$ cat src/rtl/fft_result_streamer_if.sv
// Sample stream from fft_result_streamer to writeback/host: one complex float9 word pair per beat.
// A beat transfers when m_valid & m_ready; once m_valid rises, all m_* payload holds until that beat.
interface fft_result_streamer_if #(
  parameter int formatWidth = 9,
  parameter int IDX_W       = 5
);
  logic                   m_valid;
  logic                   m_ready;
  logic [formatWidth-1:0] m_real;
  logic [formatWidth-1:0] m_imag;
  logic [IDX_W-1:0]       m_index;
  logic                   m_last;

  modport master (output m_valid, m_real, m_imag, m_index, m_last, input m_ready);
  modport slave  (input m_valid, m_real, m_imag, m_index, m_last, output m_ready);
endinterface

$ cat src/rtl/fft_result_streamer.sv
// Snapshots top_control's parallel FFT result on each fft_done rising edge and replays it as a stream.
// Optional macro FFT_BITREV_EN: emit captured words in bit-reversed order of the output position.
module fft_result_streamer #(
  parameter int formatWidth = 9,
  parameter int N_MAX       = 32,
  parameter int IDX_W       = 5
) (
  input  logic                         clk,
  input  logic                         rst,
  input  logic [10:0]                  fft_size,
  input  logic                         fft_done,
  input  logic [N_MAX*formatWidth-1:0] output_real,
  input  logic [N_MAX*formatWidth-1:0] output_imag,
  fft_result_streamer_if.master        m,
  output logic                         busy,
  output logic                         overrun,
  output logic                         dbg_state
);

  typedef enum logic {S_IDLE, S_STREAM} state_t;

  state_t                 r_state;
  logic                   r_done_q;
  logic                   r_valid;
  logic                   r_last;
  logic                   r_busy;
  logic                   r_overrun;
  logic [formatWidth-1:0] r_real;
  logic [formatWidth-1:0] r_imag;
  logic [IDX_W-1:0]       r_index;
  logic [IDX_W-1:0]       r_last_k;
  logic [formatWidth-1:0] r_snap_real [N_MAX];
  logic [formatWidth-1:0] r_snap_imag [N_MAX];

  logic             w_rise;
  logic             w_beat;
  logic             w_capture;
  logic             w_size_ok;
  logic [IDX_W-1:0] w_last_k_in;
  logic [IDX_W-1:0] w_k_next;
  logic [IDX_W-1:0] w_sel;

  assign w_rise    = fft_done & ~r_done_q;
  assign w_beat    = r_valid & m.m_ready;
  // A new frame is taken from IDLE, or on the final beat so streaming continues with no bubble.
  assign w_capture = w_rise & ((r_state == S_IDLE) | (w_beat & r_last));

  assign w_size_ok   = (fft_size >= 11'd2) && (fft_size <= 11'(N_MAX)) &&
                       ((fft_size & (fft_size - 11'd1)) == 11'd0);
  assign w_last_k_in = w_size_ok ? (fft_size[IDX_W-1:0] - IDX_W'(1)) : '1;
  assign w_k_next    = r_index + IDX_W'(1);

`ifdef FFT_BITREV_EN
  // r_last_k is size-1, so its popcount is log2(size): reverse all bits, then drop the unused low ones.
  function automatic logic [IDX_W-1:0] f_bitrev(input logic [IDX_W-1:0] k,
                                                input logic [IDX_W-1:0] last_k);
    logic [IDX_W-1:0] rev;
    int               n;
    n = 0;
    for (int i = 0; i < IDX_W; i++) begin
      rev[i] = k[IDX_W-1-i];
      n      = n + int'(last_k[i]);
    end
    return rev >> (IDX_W - n);
  endfunction

  assign w_sel = f_bitrev(w_k_next, r_last_k);
`else
  assign w_sel = w_k_next;
`endif

  always_ff @(posedge clk) begin
    if (w_capture) begin
      for (int i = 0; i < N_MAX; i++) begin
        r_snap_real[i] <= output_real[i*formatWidth +: formatWidth];
        r_snap_imag[i] <= output_imag[i*formatWidth +: formatWidth];
      end
    end
  end

  always_ff @(posedge clk) begin
    // Sampled even in reset so a level held high through reset is not mistaken for a new frame.
    r_done_q <= fft_done;
    if (rst) begin
      r_state   <= S_IDLE;
      r_valid   <= 1'b0;
      r_last    <= 1'b0;
      r_busy    <= 1'b0;
      r_overrun <= 1'b0;
      r_real    <= '0;
      r_imag    <= '0;
      r_index   <= '0;
      r_last_k  <= '0;
    end else if (w_capture) begin
      r_state  <= S_STREAM;
      r_valid  <= 1'b1;
      r_busy   <= 1'b1;
      r_last_k <= w_last_k_in;
      r_index  <= '0;
      r_last   <= 1'b0;
      r_real   <= output_real[0 +: formatWidth];
      r_imag   <= output_imag[0 +: formatWidth];
    end else if (r_state == S_STREAM) begin
      if (w_rise) begin
        r_overrun <= 1'b1;
      end
      if (w_beat) begin
        if (r_last) begin
          r_state <= S_IDLE;
          r_valid <= 1'b0;
          r_busy  <= 1'b0;
        end else begin
          r_index <= w_k_next;
          r_last  <= (w_k_next == r_last_k);
          r_real  <= r_snap_real[w_sel];
          r_imag  <= r_snap_imag[w_sel];
        end
      end
    end
  end

  assign m.m_valid = r_valid;
  assign m.m_real  = r_real;
  assign m.m_imag  = r_imag;
  assign m.m_index = r_index;
  assign m.m_last  = r_last;
  assign busy      = r_busy;
  assign overrun   = r_overrun;
  assign dbg_state = (r_state == S_STREAM);

endmodule

$ cat src/flat_wrapper.sv
// flat-port wrapper written by rule: the top's interface ports become plain ports
module fft_result_streamer_flat 
#(
  parameter int formatWidth = 9,
  parameter int N_MAX       = 32,
  parameter int IDX_W       = 5
)
  (clk, rst, fft_size, fft_done, output_real, output_imag, busy, overrun, dbg_state, m_m_valid, m_m_real, m_m_imag, m_m_index, m_m_last, m_m_ready);
  fft_result_streamer_if #(.formatWidth(formatWidth), .IDX_W(IDX_W)) m_i ();
  input  logic clk;
  input  logic rst;
  input  logic [10:0] fft_size;
  input  logic fft_done;
  input  logic [N_MAX*formatWidth-1:0] output_real;
  input  logic [N_MAX*formatWidth-1:0] output_imag;
  output logic busy;
  output logic overrun;
  output logic dbg_state;
  output wire logic [$bits(m_i.m_valid)-1:0] m_m_valid;
  output wire logic [$bits(m_i.m_real)-1:0] m_m_real;
  output wire logic [$bits(m_i.m_imag)-1:0] m_m_imag;
  output wire logic [$bits(m_i.m_index)-1:0] m_m_index;
  output wire logic [$bits(m_i.m_last)-1:0] m_m_last;
  input wire logic [$bits(m_i.m_ready)-1:0] m_m_ready;
  assign m_m_valid = m_i.m_valid;
  assign m_m_real = m_i.m_real;
  assign m_m_imag = m_i.m_imag;
  assign m_m_index = m_i.m_index;
  assign m_m_last = m_i.m_last;
  assign m_i.m_ready = m_m_ready;
  fft_result_streamer #(.formatWidth(formatWidth), .N_MAX(N_MAX), .IDX_W(IDX_W)) u_core (.clk(clk), .rst(rst), .fft_size(fft_size), .fft_done(fft_done), .output_real(output_real), .output_imag(output_imag), .m(m_i), .busy(busy), .overrun(overrun), .dbg_state(dbg_state));
endmodule
$ cat config.mk
export PLATFORM = sky130hd
export DESIGN_NAME = fft_result_streamer_flat
export DESIGN_NICKNAME = d
export VERILOG_FILES = /design/src/rtl/fft_result_streamer_if.sv /design/src/rtl/fft_result_streamer.sv /design/src/flat_wrapper.sv
export SDC_FILE = /design/constraint.sdc
export NUM_CORES = 1
export LEC_CHECK = 0
export BUFFER_PORTS_ARGS = -buffer_cell sky130_fd_sc_hd__clkbuf_2
export CORE_AREA = 2 2 239 241
export DETAILED_ROUTE_END_ITERATION = 8
export DIE_AREA = 0 0 241 243
export GPL_TIMING_DRIVEN = 0
export PLACE_DENSITY = 0.71
export SETUP_SLACK_MARGIN = 0.1
export SYNTH_ARGS = -nofsm -noshare
export SYNTH_HDL_FRONTEND = slang
export SYNTH_SLANG_ARGS = --single-unit
$ cat constraint.sdc
create_clock -name clk -period 17.95 [get_ports clk]
set_input_delay 1.795 -clock clk [delete_from_list [all_inputs] [get_ports clk]]
set_output_delay 1.795 -clock clk [all_outputs]
set_load 0.01 [all_outputs]
==> reports/summary.txt, run 1 <==
================================================================================
Outcome                                                             complete, no violations
Overall power of the completed layout                                    3.07 mW
Initial standard-cell utilization of the core                              0.422
Clock insertion delay at the later pin of the skew report                0.63 ns
Startpoint type of the worst setup path                             primary input
Total nets after synthesis                                                  1697
Global router's overall resource usage                                     0.238
Final worst clock skew                                                 0.0238 ns
Top achievable clock speed                                             0.237 GHz
Worst flop-to-flop path endpoint                                    u_core.r_snap_real[13][6]$_DFFE_PP_
Number of endpoints failing setup at the final stage                           0
Area of the mapped netlist                                           23600 sq um
Total of max-cap violations                                                    0
Number of H-tree levels                                                        2
Area growth syn-to-layout                                                  26.3%
# port buffers                                                               618
Die width                                                                 241 um
Number of standard-cell rows in the floorplan                                 87
Number of antenna violations at the first check in global routing             16
Crit end category                                                      flip-flop
Std-Cell Core Area                                                   56000 sq um
Commonest non-fill, non-tap cell in the layout                      sky130_fd_sc_hd__clkbuf_2
Class of the most critical setup path                               primary input to flip-flop
Net count of the finished layout                                            2382
Average wire length per cell after detail routing                        26.9 um
Commonest cells after routing, fill and taps aside                  618 x sky130_fd_sc_hd__clkbuf_2, 576 x sky130_fd_sc_hd__edfxtp_1, 144 x sky130_fd_sc_hd__mux4_2, 62 x sky130_fd_sc_hd__clkbuf_16, 45 x sky130_fd_sc_hd__nand2_1
Yosys warning total                                                            0
WP data arrival                                                          4.47 ns
R2R setup slack                                                         14.50 ns
Worst hold margin                                                       0.516 ns
Type of the worst min-delay path                                    flip-flop to flip-flop
First-iteration detailed-routing DRC count                                  1134
Share of the core filled with cells in the final layout                    0.533
Power Dens Cells                                                     103 nW/um^2
Die ar.                                                              58600 sq um
Clock tree buffer depth                                                        3
Gate Count Post-Synth                                                       1100
Slew Limit Headroom                                                        0.454
Pin count of the biggest net entering global routing                         141
Final critical-path share of the clock period                              0.235
Clock buffers created by TritonCTS                                            60
Fraction of final layout cells with drive strength greater than 1          0.496
Number of buffers inserted to repair setup after CTS                           0
Number of slew-limit violations in the final report                            0
Count of cell types in the netlist                                            49
Syn_area_per_cell                                                     21.4 sq um
Fin crit period                                                          4.22 ns
Worst r2r path cells                                                           7
Count of antenna-violating nets left after detailed routing                    0
Total iterations of the first detailed-routing run                             5
Number of hold violations in the final report                                  0
Worst IR drop on VDD                                                   0.0800 mV
Capturing instance or port of the critical path                     u_core.r_snap_real[13][6]$_DFFE_PP_
Vias after detailed routing                                                13800
Total detailed-routing wirelength                                       70100 um
Total of hold buffers inserted after clock tree synthesis                      0
Critical register-to-register path startpoint                       u_core.m.m_valid$_SDFFE_PP0P_
Leakage power of the design                                              10.9 nW
Floorplan die height                                                      243 um
DPL Wire Length                                                         53800 um
Wire length of the first global-routing pass                            97400 um
Share of synthesized area occupied by flip-flops and latches               0.761
Vias in the first global route                                             14500
Average vias per placed instance                                            5.29
Launching element of the worst setup path                              m_m_ready
I/O Pins                                                                     619
TritonCTS clock tree                                                       built
Endpoint required time on the critical path                             18.19 ns
CTS clock-pin slew for the worst setup and hold paths                    0.06 ns
Setup TNS Final                                                             0 ns
Number of DRC violations after detailed routing                                0
Root buffer cell                                                    sky130_fd_sc_hd__clkbuf_16
Clock sinks                                                                  609
Total global routing overflow                                                  0
Highest fanout seen on the critical path                                     111
Post-synthesis sequential element count                                      609
Total of cells resized after clock tree synthesis                              0
Final estimated routing congestion in global placement                     0.873
Slew at the pin closest to its max-slew limit                           0.819 ns
Setup repair after global routing missed its margin                           no
================================================================================
how the worst min path moves through the flow:
stage / cells after the start / startpoint / to / slack (ns)
3_5_place_dp: 2 / u_core.overrun$_SDFFE_PP0P_ / u_core.overrun$_SDFFE_PP0P_ / 0.48
2_1_floorplan: 2 / u_core.r_last_k[3]$_SDFFE_PP0P_ / u_core.r_last_k[3]$_SDFFE_PP0P_ / 0.49
5_1_grt: 2 / u_core.r_last_k[0]$_SDFFE_PP0P_ / u_core.r_last_k[0]$_SDFFE_PP0P_ / 0.56
4_1_cts: 2 / u_core.r_last_k[0]$_SDFFE_PP0P_ / u_core.r_last_k[0]$_SDFFE_PP0P_ / 0.52
3_3_place_gp: 2 / u_core.overrun$_SDFFE_PP0P_ / u_core.overrun$_SDFFE_PP0P_ / 0.46
6_report: 2 / u_core.overrun$_SDFFE_PP0P_ / u_core.overrun$_SDFFE_PP0P_ / 0.52
worst max-delay path, cell delays in order:
cell                       delay (ns)
sky130_fd_sc_hd__clkbuf_2        0.12
sky130_fd_sc_hd__nand3_1         0.14
sky130_fd_sc_hd__a21bo_2         0.29
sky130_fd_sc_hd__inv_1           0.31
sky130_fd_sc_hd__buf_8           0.38
sky130_fd_sc_hd__buf_16          0.38
sky130_fd_sc_hd__buf_16          0.42
sky130_fd_sc_hd__buf_16          0.43
cells in the mapped netlist (all sizes together):
cell type	n	area, sq um
o32ai	16	140
nor4	2	12.5
mux2i	39	390
o211ai	1	7.51
nand4	2	12.5
nor2b	2	12.5
a31oi	4	25.0
nor3	3	20.0
a221oi	17	149
nand4b	2	23.8
a22o	17	149
edfxtp	576	17300
o32a	1	10.0
o21a	1	7.51
nand3b	1	7.51
a211oi	6	45.0
nand2b	2	12.5
and2	3	18.8
and3	33	206
xor2	5	62.6
a21bo	1	10.0
nand2	45	169
clkbuf	12	45.0
nand4bb	1	11.3
a21o	1	7.51
mux4	144	3240
o21ai	7	38.8
nor2	18	67.6
xnor2	5	43.8
or3	3	18.8
buf	50	359
nor3b	2	20.0
o31a	1	8.76
a21oi	24	120
a41o	2	20.0
inv	6	22.5
dfxtp	33	661
nand3	6	35.0
ha	6	75.1
per-stage QoR:
step | area (sq um) | cells | worst slack (ns)
after floorplan | 23600 | 1100 | 0.564
after global routing | 29800 | 2600 | 13.54
after global placement | 27600 | 2474 | -4.53
after detailed placement | 27800 | 2479 | 13.01
final | 29800 | 2603 | 13.73
after CTS | 29800 | 2589 | 13.65
metal layers:
metal / track usage / part of all wire / vias to the layer above / routed length, um
met2: 0.389 / 0.50 / 649 / 34900
met5: 0 / 0.00087 / - / 61
li1: - / - / 6030 / -
met1: 0.301 / 0.37 / 6934 / 26100
met3: 0.0588 / 0.086 / 144 / 6040
met4: 0.103 / 0.042 / 8 / 2950
flip-flops by register name, summed over array words and instances (netlist names), 5 cells and up:
register	count
u_core.m.m_imag	9
u_core.m.m_real	9
u_core.r_last_k	5
u_core.r_snap_real	288
u_core.m.m_index	5
u_core.r_snap_imag	288
report_power, final:
part | total, mW | switching [mW] | internal, mW | leakage, nW
Sequential | 1.65 | 0.0183 | 1.63 | 5.63
Clock | 1.26 | 0.523 | 0.741 | 0.971
Combinational | 0.163 | 0.0813 | 0.0820 | 4.34
area by class of cell:
| cell class | count | area, sq um |
|---|---|---|
| timing repair buffer | 623 | 3230 |
| buffer | 62 | 415 |
| clock buffer | 76 | 1630 |
| clock inverter | 34 | 354 |
| sequential | 609 | 18000 |
| tap | 756 | 946 |
| inverter | 6 | 22.5 |
| multi-input combinational | 423 | 5200 |
| fill | 4543 | 26200 |
| antenna | 14 | 35.0 |
cells by family after synthesis:
family / Yosys count / share of synthesized area
compound gates: 99 / 0.0313
buf+inv: 68 / 0.0181
xor+xnor: 10 / 0.00451
fa+ha+maj: 6 / 0.00318
flops: 609 / 0.761
simple gates: 125 / 0.0275
mux: 183 / 0.154
No activity file was read; power rests on OpenSTA's default activity.
==> run 2, diff against run 1 <==
--- a/config.mk
+++ b/config.mk
@@ -6,11 +6,11 @@
 export NUM_CORES = 1
 export LEC_CHECK = 0
 export BUFFER_PORTS_ARGS = -buffer_cell sky130_fd_sc_hd__clkbuf_2
-export CORE_AREA = 2 2 239 241
+export CORE_AREA = 2 2 241 243
 export DETAILED_ROUTE_END_ITERATION = 8
-export DIE_AREA = 0 0 241 243
+export DIE_AREA = 0 0 243 245
 export GPL_TIMING_DRIVEN = 0
-export PLACE_DENSITY = 0.71
+export PLACE_DENSITY = 0.67
 export SETUP_SLACK_MARGIN = 0.1
 export SYNTH_ARGS = -nofsm -noshare
 export SYNTH_HDL_FRONTEND = slang
==> constraint.sdc (replaced) <==
create_clock -name clk -period 4 [get_ports clk]
set_input_delay 0.4 -clock clk [delete_from_list [all_inputs] [get_ports clk]]
set_output_delay 0.4 -clock clk [all_outputs]
set_load 0.01 [all_outputs]
==> reports/summary.txt, run 2 <==
=================================================================================
Portion of synthesized cell area occupied by the leading cell type          0.733   unchanged
Library cell with the largest summed area after synthesis            sky130_fd_sc_hd__edfxtp_1
Outcome                                                              aborted with a tool error
Count of flip-flops with a built-in enable after synthesis                    576   unchanged
Tool error                                                           [ERROR RSZ-0060] Max buffer count reached.
Floorplan die height                                                       245 um   +0.82%
Total nets after synthesis                                                   1697   unchanged
Share of synthesized area occupied by flip-flops and latches                0.761   unchanged
# port buffers                                                                618   unchanged
Post-synthesis sequential element count                                       609   unchanged
Yosys warning total                                                             0   unchanged
Clock sinks                                                                   609   unchanged
Die width                                                                  243 um   +0.83%
Initial standard-cell utilization of the core                               0.414   -0.00801
DP Worst Slack                                                           0.456 ns   -12.56 ns
Biggest area contributors in the synthesized netlist                 sky130_fd_sc_hd__edfxtp_1 73%, sky130_fd_sc_hd__mux4_2 14%, sky130_fd_sc_hd__dfxtp_1 2.8%
Cell total after placement                                                   2487   +0.32%
Number of standard-cell rows in the floorplan                                  88   +1.1%
I/O Pins                                                                      619   unchanged
Area of the mapped netlist                                            23600 sq um   unchanged
Most used flip-flop cell after synthesis                             sky130_fd_sc_hd__edfxtp_1
Post-synthesis async set-or-reset flop share                                    0   unchanged
Cell with the most instances after synthesis                         sky130_fd_sc_hd__edfxtp_1
Clock buffers created by TritonCTS                                             68   +13%
Failing step                                                              4_1_cts
DPL Wire Length                                                          54200 um   +0.61%
Number of H-tree levels                                                         3   +1
Total of hold buffers inserted after clock tree synthesis                     523   +523
Root buffer cell                                                     sky130_fd_sc_hd__clkbuf_16
Total of cells resized after clock tree synthesis                               0   unchanged
Number of buffers inserted to repair setup after CTS                            0   unchanged
Commonest cells in the netlist                                       576 x sky130_fd_sc_hd__edfxtp_1, 144 x sky130_fd_sc_hd__mux4_2, 45 x sky130_fd_sc_hd__nand2_1
Final estimated routing congestion in global placement                      0.895   +2.5%
Gate Count Post-Synth                                                        1100   unchanged
Count of cell types in the netlist                                             49   unchanged
Clock tree buffer depth                                                         3   unchanged
Syn_area_per_cell                                                      21.4 sq um   unchanged
=================================================================================
## run 2: cell counts after synthesis
Identical to the previous run, type by type.
## run 2: through the flow
stage | utilization | instance area [sq um]
2_1_floorplan | - | 23600
3_3_place_gp | 0.485 | 27700
3_5_place_dp | 0.487 | 27800
## run 2: cells by family after synthesis
kind of cell	Yosys count	share of synthesized area
buf+inv	68	0.0181
simple gates	125	0.0275
mux	183	0.154
xor+xnor	10	0.00451
compound gates	99	0.0313
fa+ha+maj	6	0.00318
flops	609	0.761
==> run 3, diff against run 2 <==
--- a/config.mk
+++ b/config.mk
@@ -6,12 +6,11 @@
 export NUM_CORES = 1
 export LEC_CHECK = 0
 export BUFFER_PORTS_ARGS = -buffer_cell sky130_fd_sc_hd__clkbuf_2
-export CORE_AREA = 2 2 241 243
+export CORE_MARGIN = 1.5
+export CORE_UTILIZATION = 40
 export DETAILED_ROUTE_END_ITERATION = 8
-export DIE_AREA = 0 0 243 245
 export GPL_TIMING_DRIVEN = 0
-export PLACE_DENSITY = 0.67
-export SETUP_SLACK_MARGIN = 0.1
+export PLACE_DENSITY_LB_ADDON = 0.15
 export SYNTH_ARGS = -nofsm -noshare
 export SYNTH_HDL_FRONTEND = slang
 export SYNTH_SLANG_ARGS = --single-unit
==> reports/summary.txt, run 3 <==
==========================================================================================
Outcome                                                                       aborted with a tool error
Failing step                                                                       4_1_cts
Tool error                                                                    [ERROR RSZ-0060] Max buffer count reached.
Total of cells resized after clock tree synthesis                                        0   unchanged
Biggest area contributors in the synthesized netlist                          sky130_fd_sc_hd__edfxtp_1 73%, sky130_fd_sc_hd__mux4_2 14%, sky130_fd_sc_hd__dfxtp_1 2.8%
Synthesized-area fraction occupied by ao, oa, aoi and oai cells                     0.0313   unchanged
Share of synthesized area spent on multiplexers                                      0.154   unchanged
Commonest cells in the netlist                                                576 x sky130_fd_sc_hd__edfxtp_1, 144 x sky130_fd_sc_hd__mux4_2, 45 x sky130_fd_sc_hd__nand2_1
Area of the mapped netlist                                                     23600 sq um   unchanged
Most used flip-flop cell after synthesis                                      sky130_fd_sc_hd__edfxtp_1
Yosys warning total                                                                      0   unchanged
Cell with the most instances after synthesis                                  sky130_fd_sc_hd__edfxtp_1
Total of hold buffers inserted after clock tree synthesis                              522   -0.19%
Total nets after synthesis                                                            1697   unchanged
Die width                                                                           246 um   +1.2%
Main combinational cell family by area after synthesis                        multiplexers
Post-synthesis sequential element count                                                609   unchanged
Root buffer cell                                                              sky130_fd_sc_hd__clkbuf_16
Share of synthesized area occupied by flip-flops and latches                         0.761   unchanged
Clock sinks                                                                            609   unchanged
Floorplan die height                                                                246 um   +0.33%
DPL Wire Length                                                                   55000 um   +1.5%
DP Worst Slack                                                                    0.590 ns   +0.134 ns
Count of cell types in the netlist                                                      49   unchanged
Library cell with the largest summed area after synthesis                     sky130_fd_sc_hd__edfxtp_1
Number of buffers inserted to repair setup after CTS                                     0   unchanged
Portion of synthesized cell area occupied by the leading cell type                   0.733   unchanged
# port buffers                                                                         618   unchanged
I/O Pins                                                                               619   unchanged
Simple-gate share of the synthesized area                                           0.0275   unchanged
Post-synthesis async set-or-reset flop share                                             0   unchanged
Initial standard-cell utilization of the core                                        0.406   -0.00706
Final estimated routing congestion in global placement                               0.856   -4.3%
Count of flip-flops with a built-in enable after synthesis                             576   unchanged
Syn_area_per_cell                                                               21.4 sq um   unchanged
Gate Count Post-Synth                                                                 1100   unchanged
Share of synthesized cell area in full adder, half adder and majority cells        0.00318   unchanged
Number of standard-cell rows in the floorplan                                           88   unchanged
Clock buffers created by TritonCTS                                                      67   -1.5%
Xor and xnor area share after synthesis                                            0.00451   unchanged
Clock tree buffer depth                                                                  3   unchanged
Number of H-tree levels                                                                  3   unchanged
==========================================================================================
## run 3: cell counts after synthesis
No cell type changed its count.
## run 3: through the flow
stage | TNS, ns | cell area [sq um] | std cells | util | hold WS (ns)
3_5_place_dp | 0 | 27800 | 2487 | 0.478 | 0.467
3_3_place_gp | -581.38 | 27700 | 2483 | 0.477 | 0.456
2_1_floorplan | 0 | 23600 | 1100 | - | 0.428
## run 3: kinds of logic after synthesis
group,count (synthesis)
multiplexers,183
buffers and inverters,68
AO/OA/AOI/OAI,99
AND/OR/NAND/NOR,125
flip-flops,609
XOR/XNOR,10
adder cells (fa/ha/maj),6
